File: config.mk
export PLATFORM = sky130hd
export DESIGN_NAME = pll_phase_detect
export DESIGN_NICKNAME = d
export VERILOG_FILES = /design/src/rtl/pll_pkg.sv /design/src/rtl/pll_phase_detect_edge_sync.sv /design/src/rtl/pll_phase_detect.sv
export SDC_FILE = /design/constraint.sdc
export NUM_CORES = 1
export LEC_CHECK = 0
export CORE_ASPECT_RATIO = 1.4
export CORE_MARGIN = 8
export CORE_UTILIZATION = 45
export DETAILED_ROUTE_END_ITERATION = 16
export GPL_ROUTABILITY_DRIVEN = 1
export PLACE_DENSITY = 0.68
export SYNTH_ARGS = -nofsm -noshare
export SYNTH_HDL_FRONTEND = slang
export SYNTH_SLANG_ARGS = --single-unit
File: constraint.sdc
create_clock -name clk -period 7.35 [get_ports clk]
set_input_delay 1.47 -clock clk [delete_from_list [all_inputs] [get_ports clk]]
set_output_delay 1.47 -clock clk [all_outputs]
set_load 0.02 [all_outputs]
File: src/rtl/pll_pkg.sv
// Shared types and helpers for the PLL sampled phase/frequency detector.
package pll_pkg;

  typedef enum logic [1:0] {
    ST_IDLE,
    ST_WAIT,
    ST_REF_LEAD,
    ST_FB_LEAD
  } pd_state_e;

  // Largest magnitude a signed err_w-bit phase error can report (symmetric range).
  function automatic int err_sat(input int err_w);
    return (1 << (err_w - 1)) - 1;
  endfunction

endpackage

File: src/rtl/pll_phase_detect_edge_sync.sv
// Metastability synchronizer followed by a registered rising-edge pulse.
module edge_sync #(
  parameter int SYNC_STAGES = 2
) (
  input  logic clk,
  input  logic rst_n,
  input  logic din,
  output logic pulse
);

  logic [SYNC_STAGES-1:0] sync;
  logic                   prev;

  always_ff @(posedge clk or negedge rst_n) begin
    if (!rst_n) begin
      sync  <= '0;
      prev  <= 1'b0;
      pulse <= 1'b0;
    end else begin
      sync  <= (sync << 1) | SYNC_STAGES'(din);
      prev  <= sync[SYNC_STAGES-1];
      pulse <= sync[SYNC_STAGES-1] & ~prev;
    end
  end

endmodule

File: src/rtl/pll_phase_detect.sv
// Sampled phase/frequency detector with signed per-cycle phase error,
// hysteretic lock flag and reference-loss timeout.
module pll_phase_detect
  import pll_pkg::*;
#(
  parameter int SYNC_STAGES  = 2,
  parameter int ERR_W        = 8,
  parameter int PHASE_TOL    = 2,
  parameter int LOCK_COUNT   = 16,
  parameter int UNLOCK_COUNT = 4,
  parameter int REF_TIMEOUT  = 1023
) (
  input  logic                    clk,
  input  logic                    rst_n,
  input  logic                    enable,
  input  logic                    ref_in,
  input  logic                    fb_in,
  output logic                    up,
  output logic                    dn,
  output logic signed [ERR_W-1:0] phase_err,
  output logic                    err_valid,
  output logic                    locked,
  output logic                    ref_lost
);

  localparam int GW = $clog2(LOCK_COUNT + 1);
  localparam int BW = $clog2(UNLOCK_COUNT + 1);
  localparam int TW = $clog2(REF_TIMEOUT + 1);

  localparam logic [ERR_W-1:0] MAX_U    = ERR_W'(err_sat(ERR_W));
  localparam logic [ERR_W-1:0] TOL_U    = ERR_W'(PHASE_TOL);
  localparam logic [GW-1:0]    LOCK_N   = GW'(LOCK_COUNT);
  localparam logic [BW-1:0]    UNLOCK_N = BW'(UNLOCK_COUNT);
  localparam logic [TW-1:0]    TO_MAX   = TW'(REF_TIMEOUT);

  logic ref_edge;
  logic fb_edge;

  edge_sync #(.SYNC_STAGES(SYNC_STAGES)) u_ref_sync (
    .clk   (clk),
    .rst_n (rst_n),
    .din   (ref_in),
    .pulse (ref_edge)
  );

  edge_sync #(.SYNC_STAGES(SYNC_STAGES)) u_fb_sync (
    .clk   (clk),
    .rst_n (rst_n),
    .din   (fb_in),
    .pulse (fb_edge)
  );

  pd_state_e        state;
  logic [ERR_W-1:0] cnt;
  logic [GW-1:0]    good_cnt;
  logic [BW-1:0]    bad_cnt;
  logic [TW-1:0]    to_cnt;

  logic             rpt;
  logic             rpt_neg;
  logic [ERR_W-1:0] rpt_mag;
  logic             rpt_good;
  logic [GW-1:0]    good_inc;
  logic [BW-1:0]    bad_inc;

  // A closing edge reports the count; a slip or a full count reports saturation.
  always_comb begin
    rpt     = 1'b0;
    rpt_neg = 1'b0;
    rpt_mag = '0;
    case (state)
      ST_WAIT: rpt = ref_edge & fb_edge;
      ST_REF_LEAD: begin
        rpt     = fb_edge | ref_edge | (cnt == MAX_U);
        rpt_mag = fb_edge ? cnt : MAX_U;
      end
      ST_FB_LEAD: begin
        rpt     = ref_edge | fb_edge | (cnt == MAX_U);
        rpt_mag = ref_edge ? cnt : MAX_U;
        rpt_neg = 1'b1;
      end
      default: ;
    endcase
    if (!enable) rpt = 1'b0;
  end

  assign rpt_good = (rpt_mag <= TOL_U);
  assign good_inc = (good_cnt == LOCK_N) ? good_cnt : good_cnt + GW'(1);
  assign bad_inc  = (bad_cnt == UNLOCK_N) ? bad_cnt : bad_cnt + BW'(1);

  always_ff @(posedge clk or negedge rst_n) begin
    if (!rst_n) begin
      state     <= ST_IDLE;
      cnt       <= '0;
      up        <= 1'b0;
      dn        <= 1'b0;
      phase_err <= '0;
      err_valid <= 1'b0;
      locked    <= 1'b0;
      ref_lost  <= 1'b0;
      good_cnt  <= '0;
      bad_cnt   <= '0;
      to_cnt    <= '0;
    end else if (!enable) begin
      state     <= ST_IDLE;
      cnt       <= '0;
      up        <= 1'b0;
      dn        <= 1'b0;
      err_valid <= 1'b0;
      locked    <= 1'b0;
      ref_lost  <= 1'b0;
      good_cnt  <= '0;
      bad_cnt   <= '0;
      to_cnt    <= '0;
    end else begin
      err_valid <= rpt;
      if (rpt) begin
        phase_err <= rpt_neg ? $signed(-rpt_mag) : $signed(rpt_mag);
        if (rpt_good) begin
          good_cnt <= good_inc;
          bad_cnt  <= '0;
          if (good_inc == LOCK_N) locked <= 1'b1;
        end else begin
          good_cnt <= '0;
          bad_cnt  <= bad_inc;
          if (bad_inc == UNLOCK_N) locked <= 1'b0;
        end
      end

      case (state)
        ST_IDLE: state <= ST_WAIT;
        ST_WAIT: begin
          if (ref_edge && !fb_edge) begin
            state <= ST_REF_LEAD;
            cnt   <= ERR_W'(1);
            up    <= 1'b1;
          end else if (fb_edge && !ref_edge) begin
            state <= ST_FB_LEAD;
            cnt   <= ERR_W'(1);
            dn    <= 1'b1;
          end
        end
        ST_REF_LEAD: begin
          if (ref_edge) begin
            cnt <= ERR_W'(1);
          end else if (fb_edge || cnt == MAX_U) begin
            state <= ST_WAIT;
            up    <= 1'b0;
          end else begin
            cnt <= cnt + ERR_W'(1);
          end
        end
        ST_FB_LEAD: begin
          if (fb_edge) begin
            cnt <= ERR_W'(1);
          end else if (ref_edge || cnt == MAX_U) begin
            state <= ST_WAIT;
            dn    <= 1'b0;
          end else begin
            cnt <= cnt + ERR_W'(1);
          end
        end
        default: state <= ST_IDLE;
      endcase

      // Reference-loss watchdog overrides any lock update made this cycle.
      if (ref_edge) begin
        to_cnt   <= '0;
        ref_lost <= 1'b0;
      end else if (to_cnt != TO_MAX) begin
        to_cnt <= to_cnt + TW'(1);
        if (to_cnt == TO_MAX - TW'(1)) begin
          ref_lost <= 1'b1;
          locked   <= 1'b0;
          good_cnt <= '0;
        end
      end
    end
  end

endmodule

; Yosys cells after proc, flatten, opt, wreduce, memory -nomap -nowiden
; Cells that the tools add are included.
[classes]
n_eq_ne = 26
reduce_logical = 14
n_lt_le_gt_ge = 1
n_bitwise = 9
addsub = 5
n_mux = 61
n_mul = 0
n_div = 0
shifts = 0
[op_table]
columns = op, count
row1 = $mux W8, 10
row2 = $mux W5, 7
row3 = $mux W10, 3
row4 = $mux W1, 24
row5 = $pmux W8 S3, 1
row6 = $ne A3 B3 Y1 const B, 7
row7 = $pmux W8 S2, 1
row8 = $mux W2, 7
row9 = $mux W3, 4
row10 = $ne A3 B1 Y1 const B, 4
row11 = $add A10 B1 Y10 const B, 1
row12 = $eq A10 B10 Y1 const B, 1
row13 = $eq A5 B5 Y1 const B, 2
row14 = $ne A10 B10 Y1 const B, 1
row15 = $reduce_and A5 Y1, 2
row16 = $add A8 B1 Y8 const B, 1
row17 = $eq A8 B7 Y1 const B, 1
row18 = $le A8 B2 Y1 const B, 1
row19 = $ne A4 B3 Y1 const B, 2
row20 = $neg A8 Y8, 1
row21 = $pmux W2 S4, 1
row22 = $reduce_and A4 Y1, 2
row23 = $eq A3 B3 Y1 const B, 2
row24 = $pmux W1 S2, 3
row25 = 17 further kinds, 27
[totals]
ff_bits = 49
output_inout_bits = 13
latchBits = 0
romBits = 0
n_memories = 0
word_cells = 133
mem_bits_rw = 0
input_bits = 5

; Longest topological paths before layout
; Gate-level depths: netlist of the first run.
[depth]
word_depth = 10
depth_mapped = 10
ltp_nobuf = 8

; Cells and area by module
; Synthesis of the first run repeated with hierarchy kept, for this count alone.
[hier_totals]
cells_unflattened = 311
area_unflattened_um2 = 2777.7
[by_module_without_submodules]
columns = module, instances, cells_per_inst, area_each_um2, seq_area_each_um2
row1 = pll_phase_detect, 1, 301, 2549.9, 1026.0
row2 = edge_sync, 2, 5, 113.9, 100.1

; Worst setup path after synthesis of the first run
; No wires, ideal clock.
[synth_timing]
kind = input -> register
from = input port enable
to = register good_cnt[3]
n_path_buf = 1
t_arrival_ps = 2662
t_required_ps = 7272
setup_slack_ps = 4610
path_stages = 6
setup_time_ps = 78
path_cell_list = clkbuf_1 -> inv_2 -> nor2_1 -> nand2_1 -> or4_1 -> a21oi_1
[synth_via]
elab_chain_len = 6
[synth_lines]
columns = item, line
row1 = "start, declared", pll_phase_detect.sv:15  ; input logic enable,
row2 = $mux W1, pll_phase_detect.sv:84  ; if (!enable) rpt = 1'b0;
row3 = $mux W5, pll_phase_detect.sv:117  ; if (rpt) begin
row4 = $mux W5, pll_phase_detect.sv:172  ; if (to_cnt == TO_MAX - TW'(1)) begin
row5 = $mux W5, pll_phase_detect.sv:170  ; end else if (to_cnt != TO_MAX) begin
row6 = $mux W5, pll_phase_detect.sv:167  ; if (ref_edge) begin
row7 = $mux W5 (*), pll_phase_detect.sv:104  ; end else if (!enable) begin
row8 = "end signal, assigned", pll_phase_detect.sv:120  ; good_cnt <= good_inc;
row9 = "end, declared", pll_phase_detect.sv:55  ; logic [GW-1:0] good_cnt;
; Every way passes the cells marked *; elsewhere a longest branch is shown, timed or not.
; A chain may end at the register's enable or synchronous reset.

; Final worst setup path of the first run
; Ends and elaborated chain as after synthesis.

==> flow_metrics.tcl, run 1 <==
set metrics [dict create \
    status "completed" \
    io_buffers 17 \
    clock-sinks 49 \
    maxSlewViolCount 0 \
    fillCellCount 605 \
    insertion_delay_ns 0.30 \
    vias_per_cell 5.91 \
    maxCapViolations 0 \
    synth_fa_ha_area_share_pct 4.00 \
    cts_buffers 5 \
    vdd_ir_drop_max_mv 0.115 \
    ys_seq_area_share_pct 43.6 \
    wl_um 6070 \
    finalClockSkew_ns 0.00652 \
    grt_pass1_vias 2274 \
    syn_area_sq_um 2820 \
    hold_buffers 0 \
    vias 2342 \
    ys_seq_elements 49 \
    synth_xor_area_share_pct 3.11 \
    path_clk_slew_ns 0.08 \
    fin_nets 339 \
    grt_pass1_wl_um 10800 \
    register_area_sq_um 1230 \
    fp.dieH_um 110 \
    worstHoldStart "u_fb_sync.sync[0]$_DFF_PN0_" \
    hold_path_class "register to register" \
    cp-start-kind "input pin" \
    grt_antenna_before_repair 0 \
    synth_edf_count 0 \
    num_rows 34 \
    place_congestion 0.824 \
    holdPathEnd "u_fb_sync.sync[1]$_DFF_PN0_" \
    crit_arrival_ns 3.41 \
    grt_use_met3_pct 3.34 \
    drc 0 \
    top_usage_layer "met2" \
    syn_avg_cell_area_sq_um 8.88 \
    initial_core_util_pct 46.0 \
    netlist_instances 317 \
    synthDistinctLibCells 58 \
    whs_ns 0.355 \
    antenna_cells 0 \
    syn-num-nets 331 \
    io_pins 18 \
    dp_slack_ns 3.86 \
    cp_max_fo 17 \
    rr_endpoint "good_cnt[3]$_DFF_PN0_" \
    finalSetupViolCount 0 \
    die_w_um 82.8 \
    hold_violations 0 \
    synth-main-ff-cell "dfrtp_1" \
    firstDrtPassIters 4 \
    synth_warnings 0 \
    slew_headroom_pct 40.9 \
    post-route-period-util_pct 43.2 \
    cts_tree "built" \
    worstSetupEndpointType "register" \
    reg2reg_from "state[0]$_DFFE_PN0P_" \
    drive_gt1_share_pct 4.63 \
    cts_setup_buffers 0 \
    dieArea_sq_um 9080 \
    ant_nets 0 \
    rrSetupSlack_ns 4.40 \
    tns_ns 0 \
    dpl.hpwl_um 4440 \
    met2_usage_pct 24.3 \
    ctsResizeCount 0 \
    worstRegToRegCells 7 \
    worstSetupPathType "input pin to register" \
    async_reset_ff_share_pct 100 \
    max_freq_ghz 0.315 \
    post_synth_and_or_nand_nor_area_fraction_pct 22.4 \
    grt_overflow 0 \
    tightestPinTransition_ns 0.865 \
    track_usage_pct 14.1 \
    pwr_density_cell_nw_per_um2 168 \
    routedWlPerCell_um 15.3 \
    drtIter0Drc 144 \
    cp_data_required_time_ns 7.58 \
    multi_input_area_sq_um 1450 \
    p_leak_nw 1.25 \
    rsz0062_at_grt "no" \
    synth_compound_area_share_pct 20.2 \
    finalWorstSetupSlack_ns 4.18 \
    synthMuxAreaShare_pct 1.82 \
    core-area_sq_um 6130 \
    fin_crit_ns 3.17 \
    cts-root-buf "clkbuf_8" \
    grt_max_degree 50 \
    ctsHtreeMaxLevel 2 \
    use_met1_pct 16.7 \
    whs_path_depth 0 \
    clock_path_buffers 2 \
    synth_top_family_by_area "simple AND/OR/NAND/NOR gates" \
    areaGrowthSynthToFinish_pct 9.11 \
]
==> registers in the layout (all words and copies together), names as in the netlist <==
signal / count
u_ref_sync.sync: 2
to_cnt: 10
u_ref_sync.prev: 1
dn: 1
good_cnt: 5
ref_lost: 1
u_fb_sync.pulse: 1
u_fb_sync.prev: 1
u_fb_sync.sync: 2
bad_cnt: 3
cnt: 8
locked: 1
phase_err: 8
up: 1
err_valid: 1
state: 2
u_ref_sync.pulse: 1
==> cells in the mapped netlist, types with 4 or more instances <==
| cell type | count | area (sq um) |
|---|---|---|
| nand2_1 | 39 | 146 |
| o21ai_0 | 16 | 80.1 |
| ha_1 | 9 | 113 |
| mux2i_1 | 4 | 40.0 |
| nor2_1 | 24 | 90.1 |
| a211oi_1 | 6 | 45.0 |
| o21ai_1 | 12 | 60.1 |
| nand3_1 | 10 | 50.1 |
| xnor2_1 | 7 | 61.3 |
| nand4_1 | 4 | 25.0 |
| nor2b_1 | 6 | 37.5 |
| clkbuf_1 | 14 | 52.6 |
| dfrtp_1 | 49 | 1230 |
| nor3_1 | 11 | 55.1 |
| a21oi_1 | 17 | 85.1 |
| a31oi_1 | 4 | 25.0 |
| o31ai_1 | 9 | 67.6 |
| inv_1 | 14 | 52.6 |
==> worst max-delay path by stage <==
stage                       from                    end  slack [ns]
after floorplan           enable  good_cnt[3]$_DFF_PN0_        4.61
after global placement    enable  good_cnt[3]$_DFF_PN0_        3.90
after detailed placement  enable  good_cnt[3]$_DFF_PN0_        3.86
after CTS                 enable  good_cnt[3]$_DFF_PN0_        4.17
after global routing      enable  good_cnt[3]$_DFF_PN0_        3.99
final                     enable  good_cnt[3]$_DFF_PN0_        4.18
==> where the power goes <==
group	leakage [nW]	switching (mW)	total, mW	internal, mW
clock	0.0399	0.0860	0.149	0.0628
combinational	0.549	0.0430	0.0729	0.0299
sequential	0.661	0.0137	0.293	0.279
==> metal layers <==
| metal | vias to the layer above | part of all wire (%) |
|---|---|---|
| li1 | 1153 | - |
| met1 | 1140 | 45 |
| met2 | 39 | 49 |
| met3 | 10 | 3.6 |
| met4 | 0 | 1.9 |
| met5 | - | 0 |
==> final cells by class <==
class	count	area share, %
multi-input cells	235	47.2
flip-flops and latches	49	39.9
repair buffers	18	5.62
well taps	72	2.93
clock buffers	5	2.24
inverters	16	1.96
clock inverters	1	0.163
==> critical path, cell delays in order <==
cell             delay [ns]
clkdlybuf4s50_1        0.66
inv_2                  0.16
nor2_1                 0.16
nand2_1                0.32
or4_1                  0.50
a21oi_1                0.14
==> cells by family after synthesis <==
family          after synthesis
fa+ha+maj                     9
simple gates                124
buf+inv                      33
mux                           5
flops                        49
compound gates               87
xor+xnor                     10
==> cell usage in the layout, fill, tap and decap left out, drive strengths merged, types with 5 or more instances in the layout <==
cell type       n
a211oi          6
ha              9
nand2          39
inv            16
o31ai           9
clkbuf          5
nor2           25
nor3           11
clkdlybuf4s50  16
o21ai          28
nor2b           6
nand3          10
xnor2           7
a21oi          17
dfrtp          49
==> through the flow <==
step / util (%) / cells / power [mW] / area (sq um)
final: 50.1 / 396 / 0.515 / 3070
after global routing: 50.1 / 396 / 0.543 / 3070
after CTS: 50.1 / 396 / 0.519 / 3070
after detailed placement: 48.9 / 390 / 0.372 / 3000
after global placement: 48.9 / 390 / 0.371 / 3000
after floorplan: - / 317 / 0.344 / 2820
(Power assumes the default switching activity.)
==> run 2, diff against run 1 <==
PLACE_DENSITY = 0.71   (was 0.68)
clock period = 2.8 ns   (was 7.35 ns; I/O delays follow)
==> flow_metrics.tcl, run 2 (synthesis results as in run 1) <==
set metrics [dict create \
    status "completed" \
    crit_chain "mux2i_1 -> o21ai_0 -> ha_1 -> nor2b_1 -> o41a_1 -> or4_1 -> a21oi_1" \
    fp.dieH_um 110 \
    finalSetupViolCount 0 \
    io_pins 18 \
    finalClockSkew_ns 0.0139 \
    max_freq_ghz 0.417 \
    hold_path_class "input pin to asynchronous set/reset pin" \
    place_congestion 0.895 \
    maxSlewViolCount 0 \
    firstDrtPassIters 4 \
    most-common-layout-cells "dfrtp_1 (49), nand2_1 (39), nor2_1 (24)" \
    path_buf_inv 0 \
    cp-start-kind "register" \
    cts_setup_buffers 0 \
    routedWlPerCell_um 15.7 \
    ctsHtreeMaxLevel 2 \
    initial_core_util_pct 46.0 \
    pwr_density_cell_nw_per_um2 469 \
    io_buffers 17 \
    antenna_cells 0 \
    final_area_sq_um 3190 \
    slew_headroom_pct 55.7 \
    clock_path_buffers 2 \
    worstSetupEndpointType "register" \
    cts-root-buf "clkbuf_8" \
    core-area_sq_um 6130 \
    crit_arrival_ns 2.62 \
    whs_ns 0.231 \
    cts_tree "built" \
    maxCapViolations 0 \
    num_rows 34 \
    reg2reg_from "u_fb_sync.pulse$_DFF_PN0_" \
    fin_nets 347 \
    track_usage_pct 14.5 \
    rr_endpoint "good_cnt[3]$_DFF_PN0_" \
    path_delay_family "compound AO/OA/AOI/OAI gates" \
    largest_reg_flops 10 \
    grt_antenna_before_repair 0 \
    clock-sinks 49 \
    cp_max_fo 11 \
    slowest_delay_ns 0.53 \
    hold_violations 0 \
    drtIter0Drc 225 \
    drc 0 \
    grt_max_degree 50 \
    cp_data_required_time_ns 3.03 \
    path_clk_slew_ns 0.09 \
    areaGrowthSynthToFinish_pct 13.3 \
    slowest_stage "dfrtp_1" \
    rsz0062_at_grt "no" \
    p_leak_nw 1.31 \
    tightestPinTransition_ns 0.659 \
    vias_per_cell 5.92 \
    grt_pass1_wl_um 11100 \
    worstRegToRegCells 7 \
    vias 2403 \
    worstSetupPathType "register to register" \
    insertion_delay_ns 0.30 \
    dpl.hpwl_um 4610 \
    placed_area_sq_um 3070 \
    ctsResizeCount 0 \
    die_w_um 82.8 \
    dieArea_sq_um 9080 \
    drive_gt1_share_pct 7.49 \
    post-route-period-util_pct 85.5 \
    largest-register "to_cnt" \
    fin_crit_ns 2.40 \
    ant_nets 0 \
    final_common_cell "dfrtp_1" \
    cts_buffers 5 \
    grt_pass1_vias 2398 \
    tns_ns 0 \
    rrSetupSlack_ns 0.40 \
    top_regs "to_cnt (10), cnt (8), phase_err (8)" \
    wl_um 6380 \
    hold_buffers 0 \
    grt_overflow 0 \
    vdd_ir_drop_max_mv 0.407 \
]
[run 2: worst max-delay path by stage]
stage | end | startpoint | depth (start not counted)
after floorplan | good_cnt[3]$_DFF_PN0_ | state[1]$_DFFE_PN0P_ | 10
after detailed placement | good_cnt[3]$_DFF_PN0_ | u_fb_sync.pulse$_DFF_PN0_ | 7
after global routing | good_cnt[3]$_DFF_PN0_ | u_fb_sync.pulse$_DFF_PN0_ | 8
after global placement | good_cnt[3]$_DFF_PN0_ | u_fb_sync.pulse$_DFF_PN0_ | 8
after CTS | good_cnt[3]$_DFF_PN0_ | u_fb_sync.pulse$_DFF_PN0_ | 7
final | good_cnt[3]$_DFF_PN0_ | u_fb_sync.pulse$_DFF_PN0_ | 7
[run 2: cell type report]
cell class	count	area, sq um
clock buffer	6	82.6
clock inverter	2	37.5
fill	573	2940
inverter	16	60.1
multi-input combinational	235	1450
sequential	49	1230
tap	72	90.1
timing repair buffer	26	245
[run 2: layer usage]
metal | wire [um] | track usage (%) | vias to the layer above
met5 | 0 | 0 | -
met4 | 177 | 7.18 | 0
met3 | 201 | 2.67 | 18
met2 | 3150 | 25.5 | 59
met1 | 2860 | 16.6 | 1153
li1 | - | - | 1173
[run 2: where the power goes]
group          total, mW  switching (mW)  internal (mW)
combinational      0.216           0.127         0.0894
clock              0.521           0.230          0.290
sequential         0.759          0.0256          0.734
[run 2: stage by stage]
step	setup slack (ns)	instances	utilization [%]	total power, mW
5_1_grt	0.175	406	52.1	1.57
3_5_place_dp	0.420	398	50.1	0.990
6_report	0.405	406	52.1	1.50
3_3_place_gp	0.544	398	50.1	0.986
4_1_cts	0.415	406	52.1	1.52
2_1_floorplan	0.463	317	-	0.902
